### config.mk
export PLATFORM = sky130hd
export DESIGN_NAME = ps2_mouse_receiver
export DESIGN_NICKNAME = d
export VERILOG_FILES = /design/src/rtl/ps2_pkg.sv /design/src/rtl/ps2_sync_edge.sv /design/src/rtl/ps2_mouse_receiver.sv
export SDC_FILE = /design/constraint.sdc
export NUM_CORES = 1
export LEC_CHECK = 0
export ABC_AREA = 1
export CAP_MARGIN = 20
export CELL_PAD_IN_SITES_DETAIL_PLACEMENT = 1
export CELL_PAD_IN_SITES_GLOBAL_PLACEMENT = 1
export CORE_MARGIN = 10
export CORE_UTILIZATION = 45
export CTS_CLUSTER_SIZE = 24
export DETAILED_ROUTE_END_ITERATION = 8
export GPL_TIMING_DRIVEN = 0
export PLACE_DENSITY = 0.88
export SETUP_SLACK_MARGIN = 0.02
export SLEW_MARGIN = 25
export SYNTH_ARGS = -nofsm -noshare
export SYNTH_HDL_FRONTEND = slang
export SYNTH_HIERARCHICAL = 1
export SYNTH_SLANG_ARGS = --single-unit
### constraint.sdc
create_clock -name CLK -period 3.8 [get_ports CLK]
set_input_delay 0.76 -clock CLK [delete_from_list [all_inputs] [get_ports CLK]]
set_output_delay 0.76 -clock CLK [all_outputs]
set_load 0.03 [all_outputs]
### src/rtl/ps2_pkg.sv
`timescale 1ns/1ps
`default_nettype none
// ============================================================================
//  Module      : ps2_pkg
//  Description : Shared constants for the PS/2 mouse byte receiver: receiver
//                state encoding, error-code bit positions, frame data width
//                and an odd-parity helper.
//  Revision    : 1.0  initial release
// ============================================================================
package ps2_pkg;

    // Data bits carried by one PS/2 frame
    localparam int DATA_BITS = 8;

    // Bit positions inside BYTE_ERROR_CODE
    localparam int ERR_PARITY = 0;
    localparam int ERR_STOP   = 1;

    // Receiver state encoding
    typedef logic [2:0] rx_state_t;
    localparam rx_state_t IDLE   = 3'd0;
    localparam rx_state_t DATA   = 3'd1;
    localparam rx_state_t PARITY = 3'd2;
    localparam rx_state_t STOP   = 3'd3;
    localparam rx_state_t DONE   = 3'd4;

    // Odd parity holds when data plus parity bit carry an odd number of ones
    function automatic logic odd_parity_ok(input logic [DATA_BITS-1:0] data,
                                           input logic                 par);
        return ^{data, par};
    endfunction

endpackage
`default_nettype wire

### src/rtl/ps2_sync_edge.sv
`timescale 1ns/1ps
`default_nettype none
// ============================================================================
//  Module      : ps2_sync_edge
//  Description : Synchronises the raw PS/2 clock and data lines into the CLK
//                domain and produces a single-cycle falling-edge strobe for
//                the PS/2 clock. Compile-time option PS2_GLITCH_FILTER_EN
//                replaces the plain edge detect with a low-period filter that
//                requires FILTER_CYCLES consecutive low samples.
//  Revision    : 1.0  initial release
// ============================================================================
module ps2_sync_edge #(
    parameter int SYNC_STAGES   = 2,
    parameter int FILTER_CYCLES = 8
) (
    input  logic CLK,
    input  logic RESET,
    input  logic CLK_MOUSE_IN,
    input  logic DATA_MOUSE_IN,
    output logic data_sync,
    output logic fall_edge
);

    // Elaboration-time sanity check of the configuration
    if (SYNC_STAGES < 2 || FILTER_CYCLES < 1) begin : g_param_check
        $error("ps2_sync_edge: SYNC_STAGES must be >= 2 and FILTER_CYCLES >= 1");
    end

    logic [SYNC_STAGES-1:0] r_clk_sync;
    logic [SYNC_STAGES-1:0] r_data_sync;
    logic                   w_clk_sync;

    // Multi-stage synchronisers, preset high to match an idle bus
    always_ff @(posedge CLK) begin
        if (RESET) begin
            r_clk_sync  <= '1;
            r_data_sync <= '1;
        end else begin
            r_clk_sync  <= {r_clk_sync[SYNC_STAGES-2:0],  CLK_MOUSE_IN};
            r_data_sync <= {r_data_sync[SYNC_STAGES-2:0], DATA_MOUSE_IN};
        end
    end

    assign w_clk_sync = r_clk_sync[SYNC_STAGES-1];
    assign data_sync  = r_data_sync[SYNC_STAGES-1];

`ifdef PS2_GLITCH_FILTER_EN
    localparam int                c_cnt_w  = $clog2(FILTER_CYCLES + 1);
    localparam logic [c_cnt_w-1:0] c_cnt_max = c_cnt_w'(FILTER_CYCLES);
    localparam logic [c_cnt_w-1:0] c_cnt_hit = c_cnt_w'(FILTER_CYCLES - 1);

    logic [c_cnt_w-1:0] r_low_cnt;

    // Count consecutive low samples; saturate so the edge fires once per low period
    always_ff @(posedge CLK) begin
        if (RESET || w_clk_sync) begin
            r_low_cnt <= '0;
        end else if (r_low_cnt != c_cnt_max) begin
            r_low_cnt <= r_low_cnt + c_cnt_w'(1);
        end
    end

    // Edge on the FILTER_CYCLES-th consecutive low sample
    assign fall_edge = ~w_clk_sync && (r_low_cnt == c_cnt_hit);
`else
    logic r_clk_prev;

    // Remember the previous synchronised clock level for edge detection
    always_ff @(posedge CLK) begin
        if (RESET) begin
            r_clk_prev <= 1'b1;
        end else begin
            r_clk_prev <= w_clk_sync;
        end
    end

    assign fall_edge = r_clk_prev & ~w_clk_sync;
`endif

endmodule
`default_nettype wire

### src/rtl/ps2_mouse_receiver.sv
`timescale 1ns/1ps
`default_nettype none
// ============================================================================
//  Module      : ps2_mouse_receiver
//  Description : PS/2 device-to-host byte receiver. Deserialises 11-bit
//                frames (start, 8 data LSB first, odd parity, stop), reports
//                parity/stop errors and strobes BYTE_READY for one cycle per
//                received byte. Stalled frames are dropped after
//                TIMEOUT_CYCLES without a PS/2 clock edge.
//                Optional macro PS2_GLITCH_FILTER_EN enables the PS/2 clock
//                low-period filter in the edge detector.
//  Revision    : 1.0  initial release
// ============================================================================
module ps2_mouse_receiver
    import ps2_pkg::*;
#(
    parameter int TIMEOUT_CYCLES = 50000,
    parameter int SYNC_STAGES    = 2,
    parameter int FILTER_CYCLES  = 8
) (
    input  logic                 CLK,
    input  logic                 RESET,
    input  logic                 READ_ENABLE,
    input  logic                 CLK_MOUSE_IN,
    input  logic                 DATA_MOUSE_IN,
    output logic [DATA_BITS-1:0] BYTE_READ,
    output logic [1:0]           BYTE_ERROR_CODE,
    output logic                 BYTE_READY
);

    localparam int                c_to_w   = $clog2(TIMEOUT_CYCLES + 1);
    localparam logic [c_to_w-1:0] c_to_max = c_to_w'(TIMEOUT_CYCLES);
    localparam logic [2:0]        c_last_bit = 3'(DATA_BITS - 1);

    logic                 w_data;
    logic                 w_fall;
    logic                 w_timeout;

    rx_state_t            r_state;
    logic [2:0]           r_bit_cnt;
    logic [DATA_BITS-1:0] r_shift;
    logic                 r_parity;
    logic [c_to_w-1:0]    r_to_cnt;

    ps2_sync_edge #(
        .SYNC_STAGES   (SYNC_STAGES),
        .FILTER_CYCLES (FILTER_CYCLES)
    ) u_sync_edge (
        .CLK           (CLK),
        .RESET         (RESET),
        .CLK_MOUSE_IN  (CLK_MOUSE_IN),
        .DATA_MOUSE_IN (DATA_MOUSE_IN),
        .data_sync     (w_data),
        .fall_edge     (w_fall)
    );

    // A frame in progress is abandoned when the gap since the last edge hits the limit;
    // DONE is a single-cycle state and never times out
    assign w_timeout = (r_state != IDLE) && (r_state != DONE) && (r_to_cnt == c_to_max);

    // Inter-edge gap counter: cleared while idle and on every PS/2 clock edge
    always_ff @(posedge CLK) begin
        if (RESET || r_state == IDLE || w_fall || w_timeout) begin
            r_to_cnt <= '0;
        end else begin
            r_to_cnt <= r_to_cnt + c_to_w'(1);
        end
    end

    // Frame state machine; the result registers are loaded on the stop-bit edge so
    // that BYTE_READY is high during the DONE cycle, one cycle after that edge
    always_ff @(posedge CLK) begin
        if (RESET) begin
            r_state         <= IDLE;
            r_bit_cnt       <= '0;
            r_shift         <= '0;
            r_parity        <= 1'b0;
            BYTE_READ       <= '0;
            BYTE_ERROR_CODE <= 2'b00;
            BYTE_READY      <= 1'b0;
        end else begin
            BYTE_READY <= 1'b0;
            if (w_timeout) begin
                r_state <= IDLE;
            end else begin
                case (r_state)
                    IDLE: begin
                        if (w_fall && READ_ENABLE && !w_data) begin
                            r_state   <= DATA;
                            r_bit_cnt <= '0;
                        end
                    end
                    DATA: begin
                        if (w_fall) begin
                            r_shift[r_bit_cnt] <= w_data;
                            if (r_bit_cnt == c_last_bit) begin
                                r_state <= PARITY;
                            end else begin
                                r_bit_cnt <= r_bit_cnt + 3'd1;
                            end
                        end
                    end
                    PARITY: begin
                        if (w_fall) begin
                            r_parity <= w_data;
                            r_state  <= STOP;
                        end
                    end
                    STOP: begin
                        if (w_fall) begin
                            BYTE_READ                   <= r_shift;
                            BYTE_ERROR_CODE[ERR_PARITY] <= ~odd_parity_ok(r_shift, r_parity);
                            BYTE_ERROR_CODE[ERR_STOP]   <= ~w_data;
                            BYTE_READY                  <= 1'b1;
                            r_state                     <= DONE;
                        end
                    end
                    DONE: begin
                        r_state <= IDLE;
                    end
                    default: begin
                        r_state <= IDLE;
                    end
                endcase
            end
        end
    end

endmodule
`default_nettype wire

# Word-level counts from Yosys, hierarchy flattened

Cells that the tools add are included.

Input bits: 5
Word-level logic and storage cells: 67
Flip-flop bits (word level): 47

$lt $le $gt $ge: 2
Bitwise gates (word level): 6
Reduce and logical (&&, ||, !) cells: 20
Equality and inequality tests: 12
Mux-type cells: 14
Add/subtract/negate cells: 2

Operators with widths:

| kind                                                                                | number |
|---|---|
| 3-bit 2-to-1 mux                                                                    | 8 |
| 16-bit by 1-bit adder with 16-bit output, second input constant                     | 1 |
| 16-bit equality test, second input constant                                         | 1 |
| 3-bit one-hot mux with 4 select lines                                               | 1 |
| 2-bit inequality test, second input constant                                        | 5 |
| 5-bit AND reduction                                                                 | 2 |
| 3-bit AND reduction                                                                 | 3 |
| 9-bit XOR reduction                                                                 | 1 |
| 8-bit bitwise mux                                                                   | 1 |
| 3-bit by 2-bit equality test with 1-bit output, second input constant               | 2 |
| 3-bit one-hot mux with 2 select lines                                               | 1 |
| 1-bit logical AND                                                                   | 5 |
| 1-bit inverter                                                                      | 5 |
| 3-bit by 4-bit < comparator with 1-bit output, second input constant                | 1 |
| 3-bit by 1-bit adder with 3-bit output, second input constant                       | 1 |
| 1-bit demux with 3-bit select                                                       | 1 |
| 3-bit by 1-bit equality test with 1-bit output, second input constant               | 1 |
| 3-bit equality test, second input constant                                          | 1 |
| 3-bit by 1-bit greater-or-equal comparator with 1-bit output, second input constant | 1 |
| 3-bit logical NOT                                                                   | 1 |
| 1-bit logical OR                                                                    | 3 |
| 3-bit inequality test, second input constant                                        | 1 |
| 3-bit nonzero test                                                                  | 1 |
| 3-bit OR reduction                                                                  | 1 |
| 6 further kinds                                                                     | 7 |

# Depth between registers and ports, before layout

Word-level depth: 6
Mapped depth: 10
Depth with buffers taken out: 10

# Hierarchy

The synthesis kept the hierarchy.

By module, submodules not included:

| module             | area each (µm²) | cells an instance | times used |
|---|---|---|---|
| ps2_mouse_receiver | 2204.6          | 319               | 1 |
| ps2_sync_edge      | 148.9           | 18                | 1 |

# Least setup slack after synthesis

Ideal clock, no wire load.

Kind: in2reg
Start point: input READ_ENABLE
End point: register r_bit_cnt[1]
Slack: 2320 ps
Data required time: 3684 ps
Path buffers: 0
Cell stages on the path: 7
Data arrival time: 1364 ps
Cell sequence: nand3_1 -> nand2_1 -> o21ai_0 -> nor2_1 -> nand2_2 -> o21ai_0 -> nor2_1

Word-level cells in the longest chain between the ends: 4

RTL lines:

| what                                                              | line                     | RTL |
|---|---|---|
| start, declared                                                   | ps2_mouse_receiver.sv:23 | `input logic READ_ENABLE,` |
| 1-bit logical AND (2 in a row)                                    | ps2_mouse_receiver.sv:88 | `if (w_fall && READ_ENABLE && !w_data) begin` |
| 2-bit by 1-bit inequality test with 1-bit output (no source line) | n/a                      |  |
| 5-bit AND reduction (no source line)                              | n/a                      |  |
| end signal, assigned                                              | ps2_mouse_receiver.sv:99 | `r_bit_cnt <= r_bit_cnt + 3'd1;` |
| end, declared                                                     | ps2_mouse_receiver.sv:40 | `logic [2:0] r_bit_cnt;` |

Every way passes these cells.
A chain may end at the register's enable or synchronous reset.

# Final worst setup path

Start point: register BYTE_ERROR_CODE[1]
End point: output BYTE_ERROR_CODE[1]

RTL lines:

| what                            | line                      | RTL |
|---|---|---|
| start, declared                 | ps2_mouse_receiver.sv:27  | `output logic [1:0] BYTE_ERROR_CODE,` |
| start signal, assigned by index | ps2_mouse_receiver.sv:112 | `BYTE_ERROR_CODE[ERR_PARITY] <= ~odd_parity_ok(r_shift, r_parity);` |
| start signal, assigned by index | ps2_mouse_receiver.sv:113 | `BYTE_ERROR_CODE[ERR_STOP] <= ~w_data;` |

No word-level cell between the ends.

==> results_dict.tcl <==
set metrics [dict create \
    ys_seq_area_share_pct 39.98 \
    rows 26 \
    timing.rr.end "r_to_cnt[12]" \
    numPortBuffers 15 \
    cts_setup_buffers 0 \
    routedWlPerCell_um 13.67 \
    dr.pass1.iters 4 \
    synth_area_per_cell_um2 6.984 \
    finalWorstSetupSlack_ps 1699 \
    leakage_uw 0.001093 \
    core_um2 5075 \
    ant_nets 0 \
    dr_total_vias 2135 \
    cts_buffers 5 \
    maxCapViolations 0 \
    grt.overflow.total 0 \
    relSlewSlack_pct 68.18 \
    post_cts_resize_count 0 \
    syn_to_final_growth_pct 14.19 \
    period_minus_slack_ps 2101 \
    design_area_um2 2688 \
    finalHoldViolCount 0 \
    cts_tree "yes" \
    setup_viol 0 \
    crit_cells 1 \
    critPathMaxStageDelay_ps 680 \
    most-common-layout-cells "nand2_1, nor2_1, dfxtp_1, inv_1, a21oi_1" \
    post-route-drc-count 0 \
    syn_nets 346 \
    r2r_cells 7 \
    place_hpwl_um 4605 \
    layout-drive-gt1-share_pct 9.167 \
    placed_area_um2 2591 \
    final_common_cell "nand2_1" \
    critPathMaxFanout 2 \
    ys_types 30 \
    finalHoldWorstSlack_ps 417.5 \
    worst_pin_slew_ps 475.8 \
    ios 16 \
    clock_latency_ps 300 \
    grt_first_pass_wirelength_um 10560 \
    rsz0062_at_grt "false" \
    slew_violations 0 \
    status "completed" \
    hold_buffers 0 \
    pre_cts_slack_ps 1570 \
    clockBufferDepth 2 \
    crit_start "BYTE_ERROR_CODE[1]" \
    slowest_stage "clkdlybuf4s50_1" \
    htree_num_levels 2 \
    routed_wl_um 5876 \
    hold_class "reg2reg" \
    grt_pass1_vias 2316 \
    critPathTopFamily "buffers and inverters" \
    die_h_um 92.32 \
    track_usage_pct 14.89 \
    final_nets 368 \
    hp-start "u_sync_edge/r_data_sync[0]" \
    fp.dieArea_um2 8523 \
    critPathLaunchType "register" \
    worstPathArrival_ps 1340 \
    r2r_start "r_to_cnt[0]" \
    n_antenna_cell 0 \
    path_class "reg2out" \
    min_period_over_period_pct 55.30 \
    finalSetupTns_ps 0 \
    crit_required_ps 3040 \
    cts.sinks 47 \
    ir_drop_v 0.0002278 \
    crit_chain "clkdlybuf4s50_1" \
    syn_area_um2 2354 \
    power_density_nw_per_um2 461.3 \
    clk_pin_slew_ps 90 \
    cts-root-buf "clkbuf_8" \
    avgViaCountPerCell 4.965 \
    cp-end-kind "output pin" \
    gp_congestion 0.7875 \
    fmax_mhz 475.9 \
    antenna_found_initial 0 \
    drt_iter0_drc 67 \
    skew_ps 9.718 \
    critPathBufInv 1 \
    synth_cells 337 \
    grt_start_max_net_pins 16 \
    ys_ff_latch 47 \
    start_util_pct 46.38 \
    crit_path_end "BYTE_ERROR_CODE[1]" \
    r2r_setup_slack_ps 2160 \
    yosys_warnings 6 \
    die_w_um 92.32 \
]
==> synth_stat cells (all sizes together) <==
master	number	area share, %
nand2	77	13
nor2	64	11
inv	49	7.8
dfxtp	47	40
nand3	19	5.3
a21oi	17	3.6
nand4	16	4.3
nor3	10	2.8
buf	8	2.5
xor2	7	2.6
o21ai	6	1.3
ha	4	2.1
or2	4	1.1
xnor2	3	1.1
a211oi	2	0.64
o21bai	2	0.64
clkbuf	1	0.16
o211ai	1	0.53
==> per-stage QoR <==
stage	power (µW)	std cells	util [%]
6_report	1240	430	52.96
3_5_place_dp	933.0	422	51.06
5_1_grt	1330	430	52.96
2_1_floorplan	847.0	337	-
3_3_place_gp	911.0	422	51.06
4_1_cts	1259	430	52.96
==> worst min path at each step <==
stage	depth (start not counted)	slack, ps	to
final	2	420	u_sync_edge/r_data_sync[1]
after detailed placement	2	400	u_sync_edge/r_data_sync[1]
after floorplan	2	390	u_sync_edge/r_clk_sync[1]
after CTS	2	420	u_sync_edge/r_data_sync[1]
after global placement	2	390	u_sync_edge/r_data_sync[1]
after global routing	2	450	u_sync_edge/r_data_sync[1]
==> sequential cells by signal (all words and copies together), names as in the netlist <==
signal / flops
r_parity: 1
r_state: 3
u_sync_edge/r_clk_sync: 2
r_shift: 8
BYTE_READY: 1
BYTE_ERROR_CODE: 2
r_bit_cnt: 3
u_sync_edge/r_data_sync: 2
u_sync_edge/r_clk_prev: 1
BYTE_READ: 8
r_to_cnt: 16
==> routing by layer <==
metal  track usage, %  vias to the layer above  routed length, µm
met5                0                        -                  0
met4            4.627                        0                 80
met3            2.986                        8                122
li1                 -                     1099                  -
met2            28.94                       20               3218
met1            15.52                     1008               2455
==> layout make-up <==
class / count / area, µm²
multi-input cells: 232 / 1166
well taps: 70 / 87.58
clock inverters: 2 / 13.76
plain buffers: 9 / 62.56
clock buffers: 6 / 82.58
repair buffers: 15 / 150.1
flip-flops and latches: 47 / 940.9
inverters: 49 / 183.9
fillers: 697 / 2387
==> power breakdown <==
part	total (µW)	internal [µW]	switching [µW]
registers	566	528	38.2
logic	350	115	235
clock network	323	149	174
==> cells by family (layout without fill, tap and decap cells) <==
family / Yosys count / count (layout) / share of synthesized area [%]
xor+xnor: 10 / 10 / 3.722
flops: 47 / 47 / 39.98
compound gates: 28 / 28 / 6.698
simple gates: 190 / 190 / 37.00
buf+inv: 58 / 81 / 10.47
fa+ha+maj: 4 / 4 / 2.127
(Power assumes the default switching activity.)
